## config.mk

```make
export PLATFORM = sky130hd
export DESIGN_NAME = accumulate_unit
export DESIGN_NICKNAME = d
export VERILOG_FILES = /design/src/rtl/calc_pkg.sv /design/src/rtl/bin2bcd_seq.sv /design/src/rtl/accumulate_unit.sv
export SDC_FILE = /design/constraint.sdc
export NUM_CORES = 1
export LEC_CHECK = 0
export ABC_AREA = 1
export CORE_UTILIZATION = 55
export CTS_BUF_LIST = sky130_fd_sc_hd__clkbuf_16
export CTS_CLUSTER_SIZE = 12
export DETAILED_ROUTE_END_ITERATION = 16
export PLACE_DENSITY = 0.76
export SYNTH_ARGS = -nofsm -noshare
export SYNTH_HDL_FRONTEND = slang
export SYNTH_SLANG_ARGS = --single-unit
```

## constraint.sdc

```tcl
create_clock -name clk -period 5.3 [get_ports clk]
set_clock_uncertainty 0.05 [all_clocks]
set_input_delay 1.06 -clock clk [delete_from_list [all_inputs] [get_ports clk]]
set_output_delay 1.06 -clock clk [all_outputs]
set_load 0.005 [all_outputs]
```

## src/rtl/calc_pkg.sv

```systemverilog
// Shared constants and converter state encoding for the calculator datapath.
// The control FSM imports the same package.
package calc_pkg;

  localparam int W_DEF      = 8;
  localparam int TW_DEF     = 12;
  localparam int DIGITS_DEF = 4;

  typedef enum logic [1:0] {
    IDLE  = 2'd0,
    LOAD  = 2'd1,
    SHIFT = 2'd2
  } conv_state_t;

endpackage

```

## src/rtl/bin2bcd_seq.sv

```systemverilog
// Sequential shift-add-3 binary to BCD converter, one bit per clock.
// bcd_out is the digit vector produced by the current iteration; it is final when done is high.
module bin2bcd_seq
  import calc_pkg::*;
#(
  parameter int TW     = TW_DEF,
  parameter int DIGITS = DIGITS_DEF
) (
  input  logic                  clk,
  input  logic                  rst_n,
  input  logic                  start,
  input  logic [TW-1:0]         bin_in,
  input  logic                  abort,
  output logic                  busy,
  output logic [4*DIGITS-1:0]   bcd_out,
  output logic                  done
);

  localparam int CW = $clog2(TW + 1);

  conv_state_t              state, state_nxt;
  logic [CW-1:0]            cnt;
  logic [TW-1:0]            bin_sr;
  logic [4*DIGITS-1:0]      bcd_sr;
  logic [4*DIGITS-1:0]      bcd_adj;
  logic [4*DIGITS+TW-1:0]   step;
  logic                     last;

  function automatic logic [4*DIGITS-1:0] add3(input logic [4*DIGITS-1:0] v);
    logic [4*DIGITS-1:0] r;
    r = v;
    for (int d = 0; d < DIGITS; d++) begin
      if (v[4*d +: 4] >= 4'd5) r[4*d +: 4] = v[4*d +: 4] + 4'd3;
    end
    return r;
  endfunction

  always_comb begin
    bcd_adj = add3(bcd_sr);
    step    = {bcd_adj, bin_sr} << 1;
    bcd_out = step[4*DIGITS+TW-1 : TW];
    last    = (cnt == CW'(TW - 1));
    busy    = (state != IDLE);
    done    = busy && last && !abort;
  end

  // LOAD performs the first iteration, so TW iterations end TW edges after LOAD entry
  always_comb begin
    state_nxt = state;
    case (state)
      IDLE:        if (start) state_nxt = LOAD;
      LOAD, SHIFT: state_nxt = last ? IDLE : SHIFT;
      default:     state_nxt = IDLE;
    endcase
    if (abort) state_nxt = IDLE;
  end

  always_ff @(posedge clk or negedge rst_n) begin
    if (!rst_n) begin
      state <= IDLE;
      cnt   <= '0;
    end else begin
      state <= state_nxt;
      cnt   <= (state == IDLE) ? '0 : cnt + 1'b1;
    end
  end

  always_ff @(posedge clk) begin
    if (state == IDLE) begin
      bcd_sr <= '0;
      if (start) bin_sr <= bin_in;
    end else begin
      bcd_sr <= bcd_out;
      bin_sr <= step[TW-1:0];
    end
  end

endmodule

```

## src/rtl/accumulate_unit.sv

```systemverilog
// Turns toggle-encoded commands into events, keeps a saturating running total,
// and drives a BCD display of either the live operand or the total.
module accumulate_unit
  import calc_pkg::*;
#(
  parameter int W      = W_DEF,
  parameter int TW     = TW_DEF,
  parameter int DIGITS = DIGITS_DEF
) (
  input  logic                clk,
  input  logic                rst_n,
  input  logic                update,
  input  logic                show,
  input  logic                store,
  input  logic                reset,
  input  logic [W-1:0]        operand,
  output logic [4*DIGITS-1:0] disp_bcd,
  output logic                disp_valid,
  output logic                show_total,
  output logic                overflow,
  output logic                busy
);

  logic            update_q, show_q, store_q, reset_q;
  logic            update_ev, show_ev, store_ev, reset_ev;
  logic [TW-1:0]   total, src, last_conv;
  logic [TW:0]     sum_sat;
  logic            start, done;
  logic [4*DIGITS-1:0] bcd_out;

  // Bit TW of the result flags saturation; the low TW bits are the clamped sum.
  function automatic logic [TW:0] sat_add(input logic [TW-1:0] a, input logic [W-1:0] b);
    logic [TW:0] s;
    s = {1'b0, a} + {{(TW+1-W){1'b0}}, b};
    if (s[TW]) s = {1'b1, {TW{1'b1}}};
    return s;
  endfunction

  always_comb begin
    update_ev  = update ^ update_q;
    show_ev    = show ^ show_q;
    store_ev   = store ^ store_q;
    reset_ev   = reset ^ reset_q;
    sum_sat    = sat_add(total, operand);
    src        = show_total ? total : TW'(operand);
    start      = !busy && (src != last_conv);
    disp_valid = !busy && (src == last_conv);
  end

  always_ff @(posedge clk or negedge rst_n) begin
    if (!rst_n) begin
      update_q   <= 1'b0;
      show_q     <= 1'b0;
      store_q    <= 1'b0;
      reset_q    <= 1'b0;
      total      <= '0;
      overflow   <= 1'b0;
      show_total <= 1'b0;
      last_conv  <= '0;
      disp_bcd   <= '0;
    end else begin
      update_q <= update;
      show_q   <= show;
      store_q  <= store;
      reset_q  <= reset;
      if (reset_ev) begin
        total      <= '0;
        overflow   <= 1'b0;
        show_total <= 1'b0;
        last_conv  <= '0;
        disp_bcd   <= '0;
      end else begin
        if (store_ev) begin
          total <= TW'(operand);
        end else if (update_ev) begin
          total <= sum_sat[TW-1:0];
          if (sum_sat[TW]) overflow <= 1'b1;
        end
        if (show_ev) show_total <= ~show_total;
        if (start)   last_conv  <= src;
        if (done)    disp_bcd   <= bcd_out;
      end
    end
  end

  bin2bcd_seq #(
    .TW     (TW),
    .DIGITS (DIGITS)
  ) u_conv (
    .clk     (clk),
    .rst_n   (rst_n),
    .start   (start),
    .bin_in  (src),
    .abort   (reset_ev),
    .busy    (busy),
    .bcd_out (bcd_out),
    .done    (done)
  );

endmodule
```

==> results.md <==
* CTS tree: built
* CP arrival at 3.10 ns
* Clk sinks at 80
* Clock Power Share at 31.1%
* Internal power at 0.00128 W
* Largest net degree at the start of global routing at 53
* Final period util at 79.4%
* Vias in the first global route at roughly 3800
* I/O pin total at 34
* Flop2flop setup slack at 2.57 ns
* Total iterations of the first detailed-routing run at 5
* Fmax at roughly 240 MHz
* Post-Syn Area at approximately 4500 sq um
* Worst-margin pin slew at between 1 and 1.5 ns
* Critical Path RT at about 4.2 ns
* Unrepaired setup endpoints after global routing: no
* Slew Limit Headroom at 20.2%
* Psw at 0.000739 W
* Die area at 8590 sq um
* Cell Pwr Density at 389 nW/um^2
* Tightest Hold Check Type: register to register
* Crit-path most repeated cell: nand2_1
* Antenna Nets Post-Route at 0
* Starting Density at 57.6%
* Synthesized area per cell at 7.72 sq um
* GP Congestion at around 0.95
* Netlist cell types at 39
* Total power at ~0.002 W
* Initial antenna violation count at 0
* Maximum vdd drop at 0.207 mV
* Final routed DRC violation total at 0
* Part of the power in registers at between 30% and 40%
* Post-layout min period at 4.21 ns
* Via count at 3913
* Final wirelength at about 10000 um
* Final hold vios at 0
* Global-route wire length before repair at 17100 um
* Initial DRC Count at between 200 and 300
* Setup violators final at 0
* Worst-path maximum fanout at 19
* Slew Viols, Final at 0
* Clock slew at reported path FFs at around 0.07 ns
* Worst setup EP type: primary output
* Horiz. Die Dim at ~93 um
* Area growth, synth to finish at 14.8%
* Setup TNS at 0 ns
* Hpwl dp at 7130 um
* Fill cell count at 691
* # resized after CTS at 0
* Buffers on Ports at 33
* CP top delay family: buffers and inverters
* Die height at roughly 90 um
* Share of cells above drive strength 1 at 5.96%
* CP Class: primary input to primary output
* Max-Cap Viols at 0
* Seq/Total Area, Yosys at a little over two fifths
* Core box area at 7850 sq um
* Hold buffer count at cts at 0
* Skew-Pair Late Insertion Delay at 0.34 ns
* Status: finished clean
* Synthesized flop and latch total at 80
* Clk root buf: clkbuf_16
* Total track usage at 25.7%
* CTS Buffer Depth at 2
* CTS Buf Count at 9
* Mapped Cells at 586
* Final nets at 651
* Startpoint types: primary input
* Post-CTS setup buffer count at 0
* Worst Path Buf+Inv at 2
* H-tree depth at 3
* Worst path slowest cell: clkdlybuf4s50_1
* Routed len/inst at 13.8 um
* Remaining global-route overflow at 0
* Logic gate share of total power at 29.6%
* Cell row count at 32
* Vias per cell at around 5.4
* Antenna Cells at 0
* Sw Ratio at 36.6%
* P_leak at 2.50 nW
* Yosys Warn Count at 0
* Worst-path cell chain: clkdlybuf4s50_1, nand2_1, nand2_1, nand2_1, nand2_1, nand2_1, nor2_2, nand3_4, nor2_2, clkdlybuf4s50_1
* Syn nets at 621
* Crit-path max cell delay at around 0.54 ns
[metal layers]
| metal | vias up | track usage [%] | share of wire [%] |
|---|---|---|---|
| li1 | 1949 | - | - |
| met1 | 1827 | 30.4 | 43 |
| met2 | 113 | 45.1 | 50 |
| met3 | 24 | 5.58 | 4.8 |
| met4 | 0 | 10.6 | 2.7 |
| met5 | - | 0 | 0 |
[area by class of cell]
cell class | count | area (sq um) | area share, %
repair buffers | 36 | 348 | 6.70
inverters | 80 | 300 | 5.78
flip-flops and latches | 80 | 1970 | 38.0
well taps | 102 | 128 | 2.46
clock inverters | 6 | 52.6 | 1.01
clock buffers | 10 | 250 | 4.82
multi-input cells | 409 | 2140 | 41.3
[per-stage QoR]
stage | util, % | setup WS, ns | instances | cell area (sq um) | hold WS [ns]
floorplan | - | 2.41 | 586 | 4520 | 0.369
global placement | 62.3 | 1.11 | 707 | 4890 | 0.383
detailed placement | 62.3 | 1.09 | 707 | 4890 | 0.400
CTS | 66.2 | 1.09 | 723 | 5190 | 0.409
global route | 66.2 | 0.876 | 723 | 5190 | 0.423
finish | 66.2 | 1.09 | 723 | 5190 | 0.404
[path summary, 6_finish.rpt]
| path | end | from | cells after the start |
|---|---|---|---|
| hold reg to reg | u_conv.cnt[0]$_DFF_PN0_ | u_conv.cnt[0]$_DFF_PN0_ | 1 |
| hold / removal | u_conv.cnt[0]$_DFF_PN0_ | u_conv.cnt[0]$_DFF_PN0_ | 1 |
| setup reg to reg | u_conv.bin_sr[6]$_DFFE_PP_ | show_total$_DFFE_PN0P_ | 11 |
| setup / recovery | disp_valid | operand[0] | 10 |
| min in group asynchronous | disp_bcd[5]$_DFFE_PN0P_ | rst_n | 2 |
| max in group asynchronous | reset_q$_DFF_PN0_ | rst_n | 2 |
[sequential cells by signal (all words and copies together) (netlist names), 2 cells and up]
name	count
total	12
u_conv.state	2
u_conv.cnt	4
u_conv.bcd_sr	16
u_conv.bin_sr	12
disp_bcd	16
last_conv	12
[cell usage in the layout, fill, tap and decap left out, types with 11 or more instances in the layout]
| cell | count |
|---|---|
| nand4_1 | 15 |
| o22ai_1 | 18 |
| nand3_1 | 48 |
| clkdlybuf4s50_1 | 32 |
| o21ai_0 | 22 |
| a21oi_1 | 15 |
| inv_1 | 79 |
| nor2_1 | 51 |
| nand2_1 | 172 |
| ha_1 | 20 |
| dfxtp_1 | 17 |
| edfxtp_1 | 11 |
| dfrtp_1 | 52 |
[worst register-to-register path, delay by kind of cell (launching register included)]
| kind | cells | cell delay (ns) |
|---|---|---|
| buf+inv | 3 | 0.55 |
| flops | 1 | 0.85 |
| simple gates | 8 | 0.98 |
[power groups by stage]
stage	Combinational, W	Clock (W)	Sequential, W
2_1_floorplan	0.000479	0	0.000778
3_3_place_gp	0.000580	0	0.000799
3_5_place_dp	0.000593	0	0.000803
4_1_cts	0.000597	0.000638	0.000793
5_1_grt	0.000685	0.000664	0.000804
6_report	0.000597	0.000628	0.000794
[synth_stat cells, drive strengths merged]
cell,n,area (sq um)
o21ai,24,120
a22oi,3,22.5
fa,1,20.0
o21a,1,7.51
nor3b,1,7.51
dfrtp,52,1300
nor2,54,210
nor3,4,25.0
o21bai,1,18.8
nand3b,2,15.0
or2,3,18.8
nand3,52,288
xnor2,10,103
xor2,6,52.6
inv,80,300
o211ai,2,15.0
nand2,174,663
a21oi,15,75.1
a22o,1,8.76
ha,20,250
o22ai,18,113
nand4,15,93.8
buf,9,77.6
clkbuf,8,30.0
dfxtp,17,340
edfxtp,11,330
a211oi,2,15.0
[cells by family (layout without fill, tap and decap cells)]
logic type      Yosys count  in the layout  share of synthesized area (%)
compound gates           67             67                           8.74
fa+ha+maj                21             21                           5.98
flops                    80             80                           43.6
xor+xnor                 16             16                           3.43
buf+inv                  97            132                           9.02
simple gates            305            305                           29.2
(Power assumes the default switching activity.)
